`config.mk`:
```
export PLATFORM = sky130hd
export DESIGN_NAME = alu_sched_flat
export DESIGN_NICKNAME = d
export VERILOG_FILES = /design/src/rtl/alu_sched_pkg.sv /design/src/rtl/alu_sched_if.sv /design/src/rtl/alu_sched_alu.sv /design/src/rtl/alu_sched.sv /design/src/flat_wrapper.sv
export SDC_FILE = /design/constraint.sdc
export NUM_CORES = 1
export LEC_CHECK = 0
export CORE_ASPECT_RATIO = 1.5
export CORE_MARGIN = 2
export CORE_UTILIZATION = 51
export DETAILED_ROUTE_END_ITERATION = 10
export GPL_ROUTABILITY_DRIVEN = 0
export PLACE_DENSITY = 0.92
export SLEW_MARGIN = 10
export SYNTH_ARGS = -nofsm -noshare
export SYNTH_HDL_FRONTEND = slang
export SYNTH_SLANG_ARGS = --single-unit
export TNS_END_PERCENT = 1
```
`constraint.sdc`:
```
create_clock -name i_clk -period 3.7 [get_ports i_clk]
set_input_delay 0.925 -clock i_clk [delete_from_list [all_inputs] [get_ports i_clk]]
set_output_delay 0.925 -clock i_clk [all_outputs]
set_load 0.03 [all_outputs]
```
`src/rtl/alu_sched_pkg.sv`:
```
// rtl/alu_sched_pkg.sv - shared opcodes, FSM encoding and widths for the ALU scheduler
package alu_sched_pkg;

   localparam int ALU_W     = 8;
   localparam int DEF_CNT_W = 8;

   localparam logic [2:0] OP_ADD  = 3'b000;
   localparam logic [2:0] OP_SUB  = 3'b001;
   localparam logic [2:0] OP_AND  = 3'b010;
   localparam logic [2:0] OP_OR   = 3'b011;
   localparam logic [2:0] OP_XOR  = 3'b100;
   localparam logic [2:0] OP_CMP  = 3'b101;
   localparam logic [2:0] OP_SHLA = 3'b110;
   localparam logic [2:0] OP_SHLB = 3'b111;

   typedef enum logic [1:0] {
      S_IDLE = 2'd0,
      S_EXEC = 2'd1,
      S_RESP = 2'd2
   } state_t;

   // Requesters never drive carry_in: subtract needs the +1 of two's complement, everything else adds 0.
   function automatic logic carry_in_for(input logic [2:0] op);
      return (op == OP_SUB);
   endfunction

endpackage

```
`src/rtl/alu_sched_if.sv`:
```
// rtl/alu_sched_if.sv - command/response bundle between requesters and the ALU scheduler
interface alu_sched_if #(
   parameter int DATA_W = 8,
   parameter int CNT_W  = 8
);
   logic [1:0]        i_req_valid;
   logic [1:0]        o_req_ready;
   logic [2:0]        i_req0_op;
   logic [DATA_W-1:0] i_req0_a;
   logic [DATA_W-1:0] i_req0_b;
   logic [2:0]        i_req1_op;
   logic [DATA_W-1:0] i_req1_a;
   logic [DATA_W-1:0] i_req1_b;
   logic              o_res_valid;
   logic              i_res_ready;
   logic              o_res_id;
   logic [DATA_W-1:0] o_res_data;
   logic              o_res_cflag;
   logic              o_res_carry;
   logic              o_busy;
   logic [CNT_W-1:0]  o_cnt0;
   logic [CNT_W-1:0]  o_cnt1;

   // Requesters and the response consumer
   modport master (
      output i_req_valid, i_req0_op, i_req0_a, i_req0_b,
      output i_req1_op, i_req1_a, i_req1_b, i_res_ready,
      input  o_req_ready, o_res_valid, o_res_id, o_res_data,
      input  o_res_cflag, o_res_carry, o_busy, o_cnt0, o_cnt1
   );

   // The scheduler
   modport slave (
      input  i_req_valid, i_req0_op, i_req0_a, i_req0_b,
      input  i_req1_op, i_req1_a, i_req1_b, i_res_ready,
      output o_req_ready, o_res_valid, o_res_id, o_res_data,
      output o_res_cflag, o_res_carry, o_busy, o_cnt0, o_cnt1
   );
endinterface

```
`src/rtl/alu_sched_alu.sv`:
```
// rtl/alu_sched_alu.sv - combinational ALU with shared full adder/subtractor
module alu_sched_alu
   import alu_sched_pkg::*;
#(
   parameter int DATA_W = ALU_W
) (
   input  logic [2:0]        op,
   input  logic [DATA_W-1:0] a,
   input  logic [DATA_W-1:0] b,
   input  logic              carry_in,
   output logic [DATA_W-1:0] out,
   output logic              c_flag,
   output logic              carry_out
);

   // Full adder/subtractor: carry_in=1 inverts B and adds one, giving A-B.
   logic [DATA_W-1:0] b_eff;
   logic [DATA_W:0]   sum;

   assign b_eff     = carry_in ? ~b : b;
   assign sum       = {1'b0, a} + {1'b0, b_eff} + {{DATA_W{1'b0}}, carry_in};
   assign carry_out = sum[DATA_W];
   assign c_flag    = (a > b);

   // Result select; compare returns the A>B flag zero-extended to the data width.
   always_comb begin
      out = '0;
      case (op)
         OP_ADD:  out = sum[DATA_W-1:0];
         OP_SUB:  out = sum[DATA_W-1:0];
         OP_AND:  out = a & b;
         OP_OR:   out = a | b;
         OP_XOR:  out = a ^ b;
         OP_CMP:  out = {{(DATA_W-1){1'b0}}, c_flag};
         OP_SHLA: out = {a[DATA_W-2:0], 1'b0};
         OP_SHLB: out = {b[DATA_W-2:0], 1'b0};
         default: out = '0;
      endcase
   end

endmodule

```
`src/rtl/alu_sched.sv`:
```
// rtl/alu_sched.sv - round-robin scheduler sharing one ALU between two requesters
module alu_sched
   import alu_sched_pkg::*;
#(
   parameter int DATA_W = ALU_W,
   parameter int CNT_W  = DEF_CNT_W
) (
   input  logic      i_clk,
   input  logic      i_rst,
   alu_sched_if.slave bus
);

   state_t            state;
   logic              rr_ptr;
   logic              cur_id;
   logic [2:0]        op_r;
   logic [DATA_W-1:0] a_r;
   logic [DATA_W-1:0] b_r;
   logic [1:0]        grant;

   logic              res_valid;
   logic              res_id;
   logic [DATA_W-1:0] res_data;
   logic              res_cflag;
   logic              res_carry;
   logic              busy;
   logic [CNT_W-1:0]  cnt0;
   logic [CNT_W-1:0]  cnt1;

   logic              carry_in;
   logic [DATA_W-1:0] alu_out;
   logic              alu_cflag;
   logic              alu_carry;

   assign carry_in = carry_in_for(op_r);

   alu_sched_alu #(.DATA_W(DATA_W)) u_alu (
      .op        (op_r),
      .a         (a_r),
      .b         (b_r),
      .carry_in  (carry_in),
      .out       (alu_out),
      .c_flag    (alu_cflag),
      .carry_out (alu_carry)
   );

   // Arbitration: only in IDLE; on contention rr_ptr names the favoured requester.
   // Held low during reset so a pending command never shows as accepted.
   always_comb begin
      grant = 2'b00;
      if (state == S_IDLE && !i_rst) begin
         grant[0] = bus.i_req_valid[0] & (~bus.i_req_valid[1] | ~rr_ptr);
         grant[1] = bus.i_req_valid[1] & (~bus.i_req_valid[0] |  rr_ptr);
      end
   end

   assign bus.o_req_ready = grant;
   assign bus.o_res_valid = res_valid;
   assign bus.o_res_id    = res_id;
   assign bus.o_res_data  = res_data;
   assign bus.o_res_cflag = res_cflag;
   assign bus.o_res_carry = res_carry;
   assign bus.o_busy      = busy;
   assign bus.o_cnt0      = cnt0;
   assign bus.o_cnt1      = cnt1;

   // Scheduler FSM: accept one command, run it through the ALU, hold the response until taken.
   always_ff @(posedge i_clk or posedge i_rst) begin
      if (i_rst) begin
         state     <= S_IDLE;
         rr_ptr    <= 1'b0;
         cur_id    <= 1'b0;
         op_r      <= '0;
         a_r       <= '0;
         b_r       <= '0;
         res_valid <= 1'b0;
         res_id    <= 1'b0;
         res_data  <= '0;
         res_cflag <= 1'b0;
         res_carry <= 1'b0;
         busy      <= 1'b0;
         cnt0      <= '0;
         cnt1      <= '0;
      end else begin
         case (state)
            S_IDLE: begin
               if (|grant) begin
                  cur_id <= grant[1];
                  rr_ptr <= ~grant[1];
                  op_r   <= grant[1] ? bus.i_req1_op : bus.i_req0_op;
                  a_r    <= grant[1] ? bus.i_req1_a  : bus.i_req0_a;
                  b_r    <= grant[1] ? bus.i_req1_b  : bus.i_req0_b;
                  busy   <= 1'b1;
                  state  <= S_EXEC;
               end
            end
            S_EXEC: begin
               res_data  <= alu_out;
               res_cflag <= alu_cflag;
               res_carry <= alu_carry;
               res_id    <= cur_id;
               res_valid <= 1'b1;
               state     <= S_RESP;
            end
            S_RESP: begin
               if (bus.i_res_ready) begin
                  res_valid <= 1'b0;
                  busy      <= 1'b0;
                  if (cur_id) begin
                     cnt1 <= (cnt1 == {CNT_W{1'b1}}) ? cnt1 : cnt1 + 1'b1;
                  end else begin
                     cnt0 <= (cnt0 == {CNT_W{1'b1}}) ? cnt0 : cnt0 + 1'b1;
                  end
                  state <= S_IDLE;
               end
            end
            default: begin
               res_valid <= 1'b0;
               busy      <= 1'b0;
               state     <= S_IDLE;
            end
         endcase
      end
   end

endmodule

```
`src/flat_wrapper.sv`:
```
// flat-port wrapper written by rule: the top's interface ports become plain ports
module alu_sched_flat import alu_sched_pkg::*;
#(
   parameter int DATA_W = ALU_W,
   parameter int CNT_W  = DEF_CNT_W
)
  (i_clk, i_rst, bus_i_req_valid, bus_i_req0_op, bus_i_req0_a, bus_i_req0_b, bus_i_req1_op, bus_i_req1_a, bus_i_req1_b, bus_i_res_ready, bus_o_req_ready, bus_o_res_valid, bus_o_res_id, bus_o_res_data, bus_o_res_cflag, bus_o_res_carry, bus_o_busy, bus_o_cnt0, bus_o_cnt1);
  alu_sched_if #(.DATA_W(DATA_W), .CNT_W(CNT_W)) bus_i ();
  input  logic i_clk;
  input  logic i_rst;
  input wire logic [$bits(bus_i.i_req_valid)-1:0] bus_i_req_valid;
  input wire logic [$bits(bus_i.i_req0_op)-1:0] bus_i_req0_op;
  input wire logic [$bits(bus_i.i_req0_a)-1:0] bus_i_req0_a;
  input wire logic [$bits(bus_i.i_req0_b)-1:0] bus_i_req0_b;
  input wire logic [$bits(bus_i.i_req1_op)-1:0] bus_i_req1_op;
  input wire logic [$bits(bus_i.i_req1_a)-1:0] bus_i_req1_a;
  input wire logic [$bits(bus_i.i_req1_b)-1:0] bus_i_req1_b;
  input wire logic [$bits(bus_i.i_res_ready)-1:0] bus_i_res_ready;
  output wire logic [$bits(bus_i.o_req_ready)-1:0] bus_o_req_ready;
  output wire logic [$bits(bus_i.o_res_valid)-1:0] bus_o_res_valid;
  output wire logic [$bits(bus_i.o_res_id)-1:0] bus_o_res_id;
  output wire logic [$bits(bus_i.o_res_data)-1:0] bus_o_res_data;
  output wire logic [$bits(bus_i.o_res_cflag)-1:0] bus_o_res_cflag;
  output wire logic [$bits(bus_i.o_res_carry)-1:0] bus_o_res_carry;
  output wire logic [$bits(bus_i.o_busy)-1:0] bus_o_busy;
  output wire logic [$bits(bus_i.o_cnt0)-1:0] bus_o_cnt0;
  output wire logic [$bits(bus_i.o_cnt1)-1:0] bus_o_cnt1;
  assign bus_i.i_req_valid = bus_i_req_valid;
  assign bus_i.i_req0_op = bus_i_req0_op;
  assign bus_i.i_req0_a = bus_i_req0_a;
  assign bus_i.i_req0_b = bus_i_req0_b;
  assign bus_i.i_req1_op = bus_i_req1_op;
  assign bus_i.i_req1_a = bus_i_req1_a;
  assign bus_i.i_req1_b = bus_i_req1_b;
  assign bus_i.i_res_ready = bus_i_res_ready;
  assign bus_o_req_ready = bus_i.o_req_ready;
  assign bus_o_res_valid = bus_i.o_res_valid;
  assign bus_o_res_id = bus_i.o_res_id;
  assign bus_o_res_data = bus_i.o_res_data;
  assign bus_o_res_cflag = bus_i.o_res_cflag;
  assign bus_o_res_carry = bus_i.o_res_carry;
  assign bus_o_busy = bus_i.o_busy;
  assign bus_o_cnt0 = bus_i.o_cnt0;
  assign bus_o_cnt1 = bus_i.o_cnt1;
  alu_sched #(.DATA_W(DATA_W), .CNT_W(CNT_W)) u_core (.i_clk(i_clk), .i_rst(i_rst), .bus(bus_i));
endmodule
```
Word level (Yosys, flattened, before mapping) --
Index checks and enable logic that the tools add are counted.
Word-level totals: bits in registers 52, latch bits 0, bits in writable memories 0, memory bits (read-only) 0, bits of input ports 43, output and inout bits 31, word-level logic and storage cells 74, memories 0
Cells by class: add/sub/neg operators 4, multipliers 0, divide/modulo/power cells 0, $lt $le $gt $ge 1, equality and inequality tests 13, shifts and indexed selects 0, multiplexer cells 13, bitwise operators 17, reduce and logical (&&, ||, !) cells 12
Operators with widths (count):
- 8-bit one-hot mux with 7 select lines | 1
- 8-bit 2-to-1 mux | 3
- 8-bit by 1-bit adder with 8-bit output, second input constant | 2
- 8-bit == test, second input constant | 2
- 3-bit == test, second input constant | 4
- 8-bit by 8-bit adder with 9-bit output | 1
- 9-bit by 1-bit adder with 9-bit output | 1
- 1-bit NOT | 9
- 8-bit bitwise AND | 1
- 8-bit > comparator | 1
- 8-bit NOT | 1
- 8-bit bitwise OR | 1
- 4-bit AND reduction | 2
- 8-bit XOR | 1
- 3-bit by 2-bit == test with 1-bit output, second input constant | 2
- 2-bit 2-to-1 mux | 3
- 1-bit one-hot mux with 3 select lines | 2
- 2-bit one-hot mux with 3 select lines | 1
- 2-bit AND reduction | 3
- 2-bit != test, second input constant | 2
- 2-bit OR reduction | 2
- 3-bit by 1-bit == test with 1-bit output, second input constant | 1
- 3-bit logical NOT | 1
- 3-bit 2-to-1 mux | 1
- other kinds (9) | 12

Longest topological paths before layout --
Gate-level depths: netlist of run 1.
depth in word-level cells 7, mapped depth 12, gate-level depth less buffers 11

Hierarchy --
Synthesis of run 1 repeated with hierarchy kept, for this count alone.
Second synthesis, totals: cells, all modules 361, area total of the unflattened synthesis 3607.2 sq um
Modules (own cells, without submodules):
- alu_sched | instances 1, cells an instance 188, area each 2368.5 sq um, sequential area each 1301.2 sq um
- alu_sched_alu | instances 1, cells an instance 173, area each 1238.7 sq um, sequential area each 0.0 sq um

Worst setup path after synthesis of run 1 --
No wires, ideal clock.
path type register to register, start register u_core.op_r[1], end register u_core.res_data[6] (netlist: u_core.bus.o_res_data[6]), library setup time 131 ps, arrival time 2503 ps, required time 3569 ps, slack 1065 ps, stages on the path, launching flop included 13, cell sequence dfrtp_1 buf_2 inv_2 nand2_1 nor2_2 xnor2_1 inv_1 fa_1 nor2b_1 o31ai_1 a21oi_1 nor2_1 or3_1
On the way: cells in the longest elaborated chain, start to end 5, elaborated cells between the ends (all ways) 13, classes of those cells 2 x add/sub; 7 x eq/ne; 2 x mux; 2 x reduce/logical
RTL lines:
- from (decl) | RTL line alu_sched.sv:16 | logic [2:0] op_r;
- from (signal assigned) | RTL line alu_sched.sv:90 | op_r <= grant[1] ? bus.i_req1_op : bus.i_req0_op;
- 3-bit by 1-bit == test with 1-bit output | RTL line alu_sched_pkg.sv:24, alu_sched_alu.sv:28
- 8-bit 2-to-1 mux | RTL line alu_sched_alu.sv:20 | assign b_eff = carry_in ? ~b : b;
- 8-bit by 8-bit adder with 9-bit output | RTL line alu_sched_alu.sv:21 | assign sum = {1'b0, a} + {1'b0, b_eff} + {{DATA_W{1'b0}}, carry_in};
- 9-bit by 1-bit adder with 9-bit output | RTL line alu_sched_alu.sv:21
- 8-bit one-hot mux with 7 select lines (*) | RTL line alu_sched_alu.sv:28 | case (op)
- to (signal assigned) | RTL line alu_sched.sv:98 | res_data <= alu_out;
- to (decl) | RTL line alu_sched.sv:23 | logic [DATA_W-1:0] res_data;
Mark *: on every way between the ends. The rest lies on a longest branch, timed or not. A chain may end at the register's enable or synchronous reset.

Worst setup path in the final report of run 1 --
start input i_rst, end output bus_o_req_ready[0]
On the way: cells in the longest elaborated chain, start to end 3
RTL lines:
- from (decl) | RTL line flat_wrapper.sv:10 | input logic i_rst;
- 1-bit logical NOT | RTL line alu_sched.sv:51 | if (state == S_IDLE && !i_rst) begin
- 1-bit logical AND | RTL line alu_sched.sv:51
- 2-bit 2-to-1 mux | RTL line alu_sched.sv:51
- to (decl) | RTL line flat_wrapper.sv:19 | output wire logic [$bits(bus_i.o_req_ready)-1:0] bus_o_req_ready;
Every way passes these cells.

==> run metrics, run 1 <==
flops & latches, synth=52; antenna cells=0; drt via density=5.94; hold slack=493 ps; area delta synth->final=25.2%; PwrDens=876 nW/µm²; Root Buffer=clkbuf_8; share of layout cells above drive strength 1=5.98%; DR vias=3033; Clock Sinks=52; critical path depth=4; Top delay family on crit path=buffers and inverters; CP Data Required Time=2770 ps; Slew Limit Fails=0; CTS clk-pin slew, worst paths=100 ps; Max VDD drop=498 µV; Fillers=507; hpwl dp=6.26 mm; post-synth top area cell=dfrtp_1; Post-synth EDFFs=0; hold_buf cts=0; cell count after placement=503; drt wl/cell=15.8 µm; initial antenna violation count=0; post-layout util=65.6%; final hold violation count=0; ranking of synthesized cells by area=dfrtp_1 (38%), ha_1 (12%), o21ai_0 (4.4%); clock skew=4.68 ps; setup TNS=0 ps; Max-slew headroom=30.2%; DR DRC count=0; Mapped Avg Cell Area=9.32 µm²; Final Net Count=511; top cell type's share of synthesized area=38.3%; Max Clk Rate=336 MHz; synth unique cells=51; worst-margin pin slew=1050 ps; Initial Util=52.4%; number of global-route vias before repair=2938; Hold Path Cell Cnt=1; total wire length=8.09 mm; Crit-path slowest cell=clkdlybuf4s50_1; Overflow after GRT=0; core footprint=6490 µm²; Synth Instances=365; Post-CTS Resized=0; Worst Setup End Kind=output pin; critical-path cell list=clkdlybuf4s50_1, nor3_1, and3_1, buf_4; commonest non-fill, non-tap cell in the layout=clkdlybuf4s50_1; DR iter-0 viols=214; largest net degree at the start of global routing=53; Setup crit start kind=input pin; CP Class=in2out; leakage power=1.87 nW; crit share post-route=80.3%; status=complete, no violations; post-route antenna net violation count=0; post-CTS setup repair buffer count=0; drt first pass iters=5; slowest stage delay, CP=460 ps; post-synthesis cell area=3400 µm²; Crit path buffers/inverters=2; RSZ-0062 raised after global routing=false; asr flop ratio synth=100%; fin cells=511; CTS tree=yes; Seq/Total Area, Yosys=38.3%; TritonCTS Buffers=5; port bufs=73; final worst path period need=2970 ps; Syn Nets=442; die area=7350 µm²; clock buffer depth=2; CP arrival=2050 ps; global-route wire length before repair=13.5 mm; Ys Warns=0; setup violators final=0; R2R cell count=11; Die Ht=104 µm; GRT Total Usage=22.5%; most frequent cells in the layout=clkdlybuf4s50_1 (71), dfrtp_1 (52), ha_1 (33); Hold/Removal Path Class=reg2reg; Primary FF master, synth=dfrtp_1; max-cap viol count=0; chip width=70.7 µm; H-tree Lvls=2; pre-CTS WS=726 ps; Worst Slack Setup Final=727 ps; I/O pin total=74; crit path max fanout=2; num rows=36; clk_lat worst skew=310 ps
## flip-flops by register name (all words and copies together), names as in the netlist, 2 cells and up
register / count
u_core.bus.o_cnt1: 8
u_core.a_r: 8
u_core.bus.o_cnt0: 8
u_core.state: 2
u_core.bus.o_res_data: 8
u_core.op_r: 3
u_core.b_r: 8
## power breakdown
group	switching (mW)	internal [mW]	total, mW
Clock	0.194	0.135	0.330
Sequential	0.229	0.795	1.02
Combinational	1.38	0.988	2.37
## metal layers
metal  global-route usage, %  up-vias  wire (µm)
met3                    2.81       28        380
met5                       0        -          0
li1                        -     1433          -
met4                    12.4        0        339
met1                    27.3     1450       3170
met2                    38.0      122       4190
## cell usage after synthesis, types with 5 or more instances
cell       n
nor3_1    12
mux2i_1    6
ha_1      33
nand4_1    8
a21oi_1   18
nor2_1    22
xnor2_1   16
buf_2     11
nand2_1   28
and3_1     5
xor2_1     6
inv_1     26
dfrtp_1   52
nand2b_1   5
a22oi_1   18
nand3_1   10
o21ai_0   30
## through the flow
step | instance area [µm²] | total power, mW
floorplan | 3400 | 2.69
global placement | 4170 | 3.22
detailed placement | 4170 | 3.36
CTS | 4260 | 3.71
global route | 4260 | 4.02
finish | 4260 | 3.73
## final cells by class
| cell class | instances | area (µm²) | share of cell area [%] |
|---|---|---|---|
| multi-input cells | 268 | 1900 | 44.7 |
| flip-flops and latches | 52 | 1300 | 30.6 |
| repair buffers | 78 | 763 | 17.9 |
| inverters | 29 | 109 | 2.56 |
| well taps | 76 | 95.1 | 2.23 |
| clock buffers | 6 | 72.6 | 1.70 |
| clock inverters | 2 | 13.8 | 0.323 |
## final timing paths
| path | from | endpoint | slack, ps |
|---|---|---|---|
| max in group asynchronous | i_rst | u_core.bus.o_res_data[1]$_DFFE_PP0P_ | 1810 |
| min in group asynchronous | i_rst | u_core.bus.o_cnt0[2]$_DFFE_PP0P_ | 1260 |
| hold reg to reg | u_core.bus.o_cnt1[5]$_DFFE_PP0P_ | u_core.bus.o_cnt1[5]$_DFFE_PP0P_ | 490 |
| hold / removal | u_core.bus.o_cnt1[5]$_DFFE_PP0P_ | u_core.bus.o_cnt1[5]$_DFFE_PP0P_ | 490 |
| setup reg to reg | u_core.op_r[2]$_DFFE_PP0P_ | u_core.bus.o_res_data[6]$_DFFE_PP0P_ | 750 |
| setup / recovery | i_rst | bus_o_req_ready[0] | 730 |
## logic make-up (layout without fill, tap and decap cells)
logic type / count (synthesis) / count (layout) / share of synthesized area (%)
AO/OA/AOI/OAI: 101 / 101 / 19.4
AND/OR/NAND/NOR: 102 / 102 / 15.0
flip-flops: 52 / 52 / 38.3
XOR/XNOR: 22 / 22 / 5.67
multiplexers: 9 / 9 / 3.09
adder cells (fa/ha/maj): 34 / 34 / 12.7
buffers and inverters: 45 / 115 / 5.81
No activity file was read; power rests on OpenSTA's default activity.
==> run 2, diff against run 1 <==
==> constraint.sdc (replaced) <==
create_clock -name i_clk -period 3.1 [get_ports i_clk]
set_input_delay 0.775 -clock i_clk [delete_from_list [all_inputs] [get_ports i_clk]]
set_output_delay 0.775 -clock i_clk [all_outputs]
set_load 0.03 [all_outputs]
==> run metrics, run 2 (synthesized netlist as in run 1, its figures left out) <==
RSZ-0062 raised after global routing=false; TritonCTS Buffers=5; drt first pass iters=5; crit share post-route=90.4%; DR DRC count=0; area delta synth->final=25.9%; H-tree Lvls=2; clock skew=8.90 ps; CTS tree=yes; drt wl/cell=15.9 µm; setup violators final=0; share of layout cells above drive strength 1=6.62%; setup TNS=0 ps; CP Class=in2out; leakage power=1.89 nW; final hold violation count=0; Clock Sinks=52; port bufs=73; GRT Total Usage=23.1%; num rows=36; Initial Util=52.4%; die area=7350 µm²; clock buffer depth=2; Max VDD drop=618 µV; hpwl dp=6.47 mm; commonest non-fill, non-tap cell in the layout=clkdlybuf4s50_1; DR iter-0 viols=236; crit path max fanout=2; PwrDens=1040 nW/µm²; CP arrival=2030 ps; final worst path period need=2800 ps; Overflow after GRT=0; drt via density=5.88; Fillers=529; most frequent cells in the layout=clkdlybuf4s50_1 (71), dfrtp_1 (52), ha_1 (33); Multi-input gate area=1900 µm²; Setup crit start kind=input pin; status=complete, no violations; number of global-route vias before repair=2948; CTS clk-pin slew, worst paths=90 ps; Max-slew headroom=57.0%; Max Clk Rate=357 MHz; Final Net Count=514; global-route wire length before repair=13.7 mm; Root Buffer=clkbuf_8; chip width=70.7 µm; post-route antenna net violation count=0; Register Area=1300 µm²; I/O pin total=74; Die Ht=104 µm; Worst Setup End Kind=output pin; CP Data Required Time=2320 ps; hold_buf cts=0; initial antenna violation count=1; hold slack=492 ps; core footprint=6490 µm²; worst-margin pin slew=645 ps; Slew Limit Fails=0; clk_lat worst skew=310 ps; largest net degree at the start of global routing=25; max-cap viol count=0; DR vias=3026; total wire length=8.17 mm; Hold/Removal Path Class=reg2reg; post-CTS setup repair buffer count=0; Post-CTS Resized=0
[run 2: final timing paths]
path                                                    start  cells past startpoint                                 end  slack [ps]
setup / recovery                                        i_rst                      4                  bus_o_req_ready[0]         300
setup reg to reg                   u_core.op_r[2]$_DFFE_PP0P_                     11  u_core.bus.o_res_carry$_DFFE_PP0P_         460
max in group asynchronous                               i_rst                      3           u_core.b_r[0]$_DFFE_PP0P_        1680
min in group asynchronous                               i_rst                      2    u_core.bus.o_cnt0[1]$_DFFE_PP0P_         830
hold / removal             u_core.bus.o_res_cflag$_DFFE_PP0P_                      2  u_core.bus.o_res_cflag$_DFFE_PP0P_         490
hold reg to reg            u_core.bus.o_res_cflag$_DFFE_PP0P_                      2  u_core.bus.o_res_cflag$_DFFE_PP0P_         490
[run 2: final cells by class]
| cell class | instances | area share (%) |
|---|---|---|
| repair buffers | 81 | 18.4 |
| well taps | 76 | 2.22 |
| inverters | 29 | 2.54 |
| diodes | 1 | 0.0584 |
| flip-flops and latches | 52 | 30.4 |
| clock buffers | 6 | 1.69 |
| multi-input cells | 268 | 44.4 |
| clock inverters | 2 | 0.321 |
[run 2: per-layer routing]
metal	up-vias	track usage (%)	wire length (µm)
met1	1452	28.3	3310
met4	0	12.0	311
met3	23	3.68	352
met5	-	0	0
li1	1444	-	-
met2	107	38.8	4190
[run 2: critical path, cell delays in order]
cell             delay, ps
clkdlybuf4s50_1        450
nor3_1                 380
and3_1                 260
buf_4                  170
[run 2: power by group]
part | total, mW | leakage [nW] | switching, mW | internal (mW)
logic | 2.82 | 1.19 | 1.63 | 1.18
registers | 1.23 | 0.650 | 0.286 | 0.949
clock network | 0.386 | 0.0456 | 0.225 | 0.161
[run 2: through the flow]
| stage | instances | total power [mW] | setup WS, ps | util, % | area, µm² |
|---|---|---|---|---|---|
| 3_3_place_gp | 506 | 3.88 | 278 | 64.6 | 4190 |
| 5_1_grt | 515 | 4.81 | 265 | 66.0 | 4280 |
| 4_1_cts | 514 | 4.41 | 259 | 66.0 | 4280 |
| 2_1_floorplan | 365 | 3.21 | 465 | - | 3400 |
| 6_report | 515 | 4.44 | 298 | 66.0 | 4280 |
| 3_5_place_dp | 506 | 4.01 | 269 | 64.6 | 4190 |
==> run 3, diff against run 2 <==
==> constraint.sdc (replaced) <==
create_clock -name i_clk -period 3.1 [get_ports i_clk]
set_input_delay 0.31 -clock i_clk [delete_from_list [all_inputs] [get_ports i_clk]]
set_output_delay 0.31 -clock i_clk [all_outputs]
set_load 0.03 [all_outputs]
==> run metrics, run 3 (synthesized netlist as in run 1, its figures left out) <==
drt wl/cell=16.3 µm; Slew Limit Fails=0; H-tree Lvls=2; Crit path buffers/inverters=2; Overflow after GRT=0; Max VDD drop=544 µV; drt first pass iters=5; worst-margin pin slew=1060 ps; Max Clk Rate=374 MHz; post-layout util=65.9%; CP Class=reg2reg; clock skew=6.55 ps; clock buffer depth=2; Worst Setup End Kind=flip-flop; total wire length=8.37 mm; CP arrival=2860 ps; CP Data Required Time=3290 ps; leakage power=1.88 nW; CTS tree=yes; Clock Sinks=52; post-route design area=4280 µm²; die area=7350 µm²; core footprint=6490 µm²; Root Buffer=clkbuf_8; M2 GR Usage=40.8%; hold_buf cts=0; Area after DPL=4190 µm²; antenna cells=0; port bufs=73; slowest stage delay, CP=420 ps; final hold violation count=0; status=complete, no violations; DR DRC count=0; GR Util met3=3.39%; chip width=70.7 µm; Die Ht=104 µm; I/O pin total=74; CTS clk-pin slew, worst paths=90 ps; initial antenna violation count=0; R2R setup slack=430 ps; share of layout cells above drive strength 1=5.95%; pre-CTS WS=477 ps; Max-slew headroom=29.2%; Worst Slack Setup Final=426 ps; num rows=36; global-route wire length before repair=14.3 mm; PwrDens=1060 nW/µm²; RSZ-0062 raised after global routing=false; drt via density=6.08; number of global-route vias before repair=3021; Post-CTS Resized=0; crit share post-route=86.3%; post-CTS setup repair buffer count=0; TritonCTS Buffers=5; DR iter-0 viols=325; DR vias=3120; GRT Total Usage=23.4%; Hold/Removal Path Class=reg2reg; Initial Util=52.4%; commonest non-fill, non-tap cell in the layout=clkdlybuf4s50_1; crit path max fanout=9; most frequent cells in the layout=clkdlybuf4s50_1 (73), dfrtp_1 (52), ha_1 (33); max-cap viol count=0; setup TNS=0 ps; clk_lat worst skew=310 ps; post-route antenna net violation count=0; critical-path cell list=inv_2, nand2_1, nor2_2, xnor2_1, inv_1, fa_1, nor2b_1, o31ai_1, a21oi_1, nor2_1, or3_1; area delta synth->final=25.8%; busiest metal layer after global routing=met2; setup violators final=0; Final Net Count=513; hpwl dp=6.45 mm; met1 Resource Use GR=28.7%; Top delay family on crit path=simple AND/OR/NAND/NOR gates; largest net degree at the start of global routing=53; final worst path period need=2670 ps; Setup crit start kind=flip-flop; Crit-path slowest cell=fa_1
run 3: final timing paths:
kind | startpoint | endpoint | depth (start not counted)
max in group asynchronous | i_rst | u_core.a_r[0]$_DFFE_PP0P_ | 2
min in group asynchronous | i_rst | u_core.bus.o_cnt1[3]$_DFFE_PP0P_ | 2
setup / recovery | u_core.op_r[2]$_DFFE_PP0P_ | u_core.bus.o_res_data[6]$_DFFE_PP0P_ | 11
hold / removal | u_core.bus.o_res_cflag$_DFFE_PP0P_ | u_core.bus.o_res_cflag$_DFFE_PP0P_ | 2
setup reg to reg | u_core.op_r[2]$_DFFE_PP0P_ | u_core.bus.o_res_data[6]$_DFFE_PP0P_ | 11
hold reg to reg | u_core.bus.o_res_cflag$_DFFE_PP0P_ | u_core.bus.o_res_cflag$_DFFE_PP0P_ | 2
run 3: layout make-up:
class	instances	area, µm²
clock inverters	2	13.8
inverters	29	109
multi-input cells	268	1900
well taps	76	95.1
fillers	506	2210
clock buffers	6	72.6
repair buffers	80	783
flip-flops and latches	52	1300
run 3: stage by stage:
| stage | power [mW] | hold WS (ps) | std cells |
|---|---|---|---|
| global route | 4.85 | 529 | 513 |
| finish | 4.53 | 493 | 513 |
| floorplan | 3.21 | 427 | 365 |
| global placement | 3.89 | 464 | 505 |
| detailed placement | 4.05 | 472 | 505 |
| CTS | 4.46 | 492 | 513 |
run 3: per-layer routing:
layer | vias to the layer above | part of all wire, %
li1 | 1444 | -
met1 | 1482 | 39
met2 | 162 | 52
met3 | 32 | 6.0
met4 | 0 | 3.7
met5 | - | 0
run 3: where the power goes:
part	switching [mW]	leakage, nW	internal [mW]	total (mW)
combinational	1.70	1.19	1.20	2.91
sequential	0.284	0.650	0.949	1.23
clock	0.230	0.0456	0.162	0.391
total	2.22	1.88	2.31	4.53
run 3: worst reg2reg max path, delay by kind of cell, from the launching register on:
family / cells / cell delay (ps)
AND/OR/NAND/NOR: 5 / 990
buffers and inverters: 2 / 240
adder cells (fa/ha/maj): 1 / 420
flip-flops: 1 / 400
XOR/XNOR: 1 / 170
AO/OA/AOI/OAI: 2 / 330
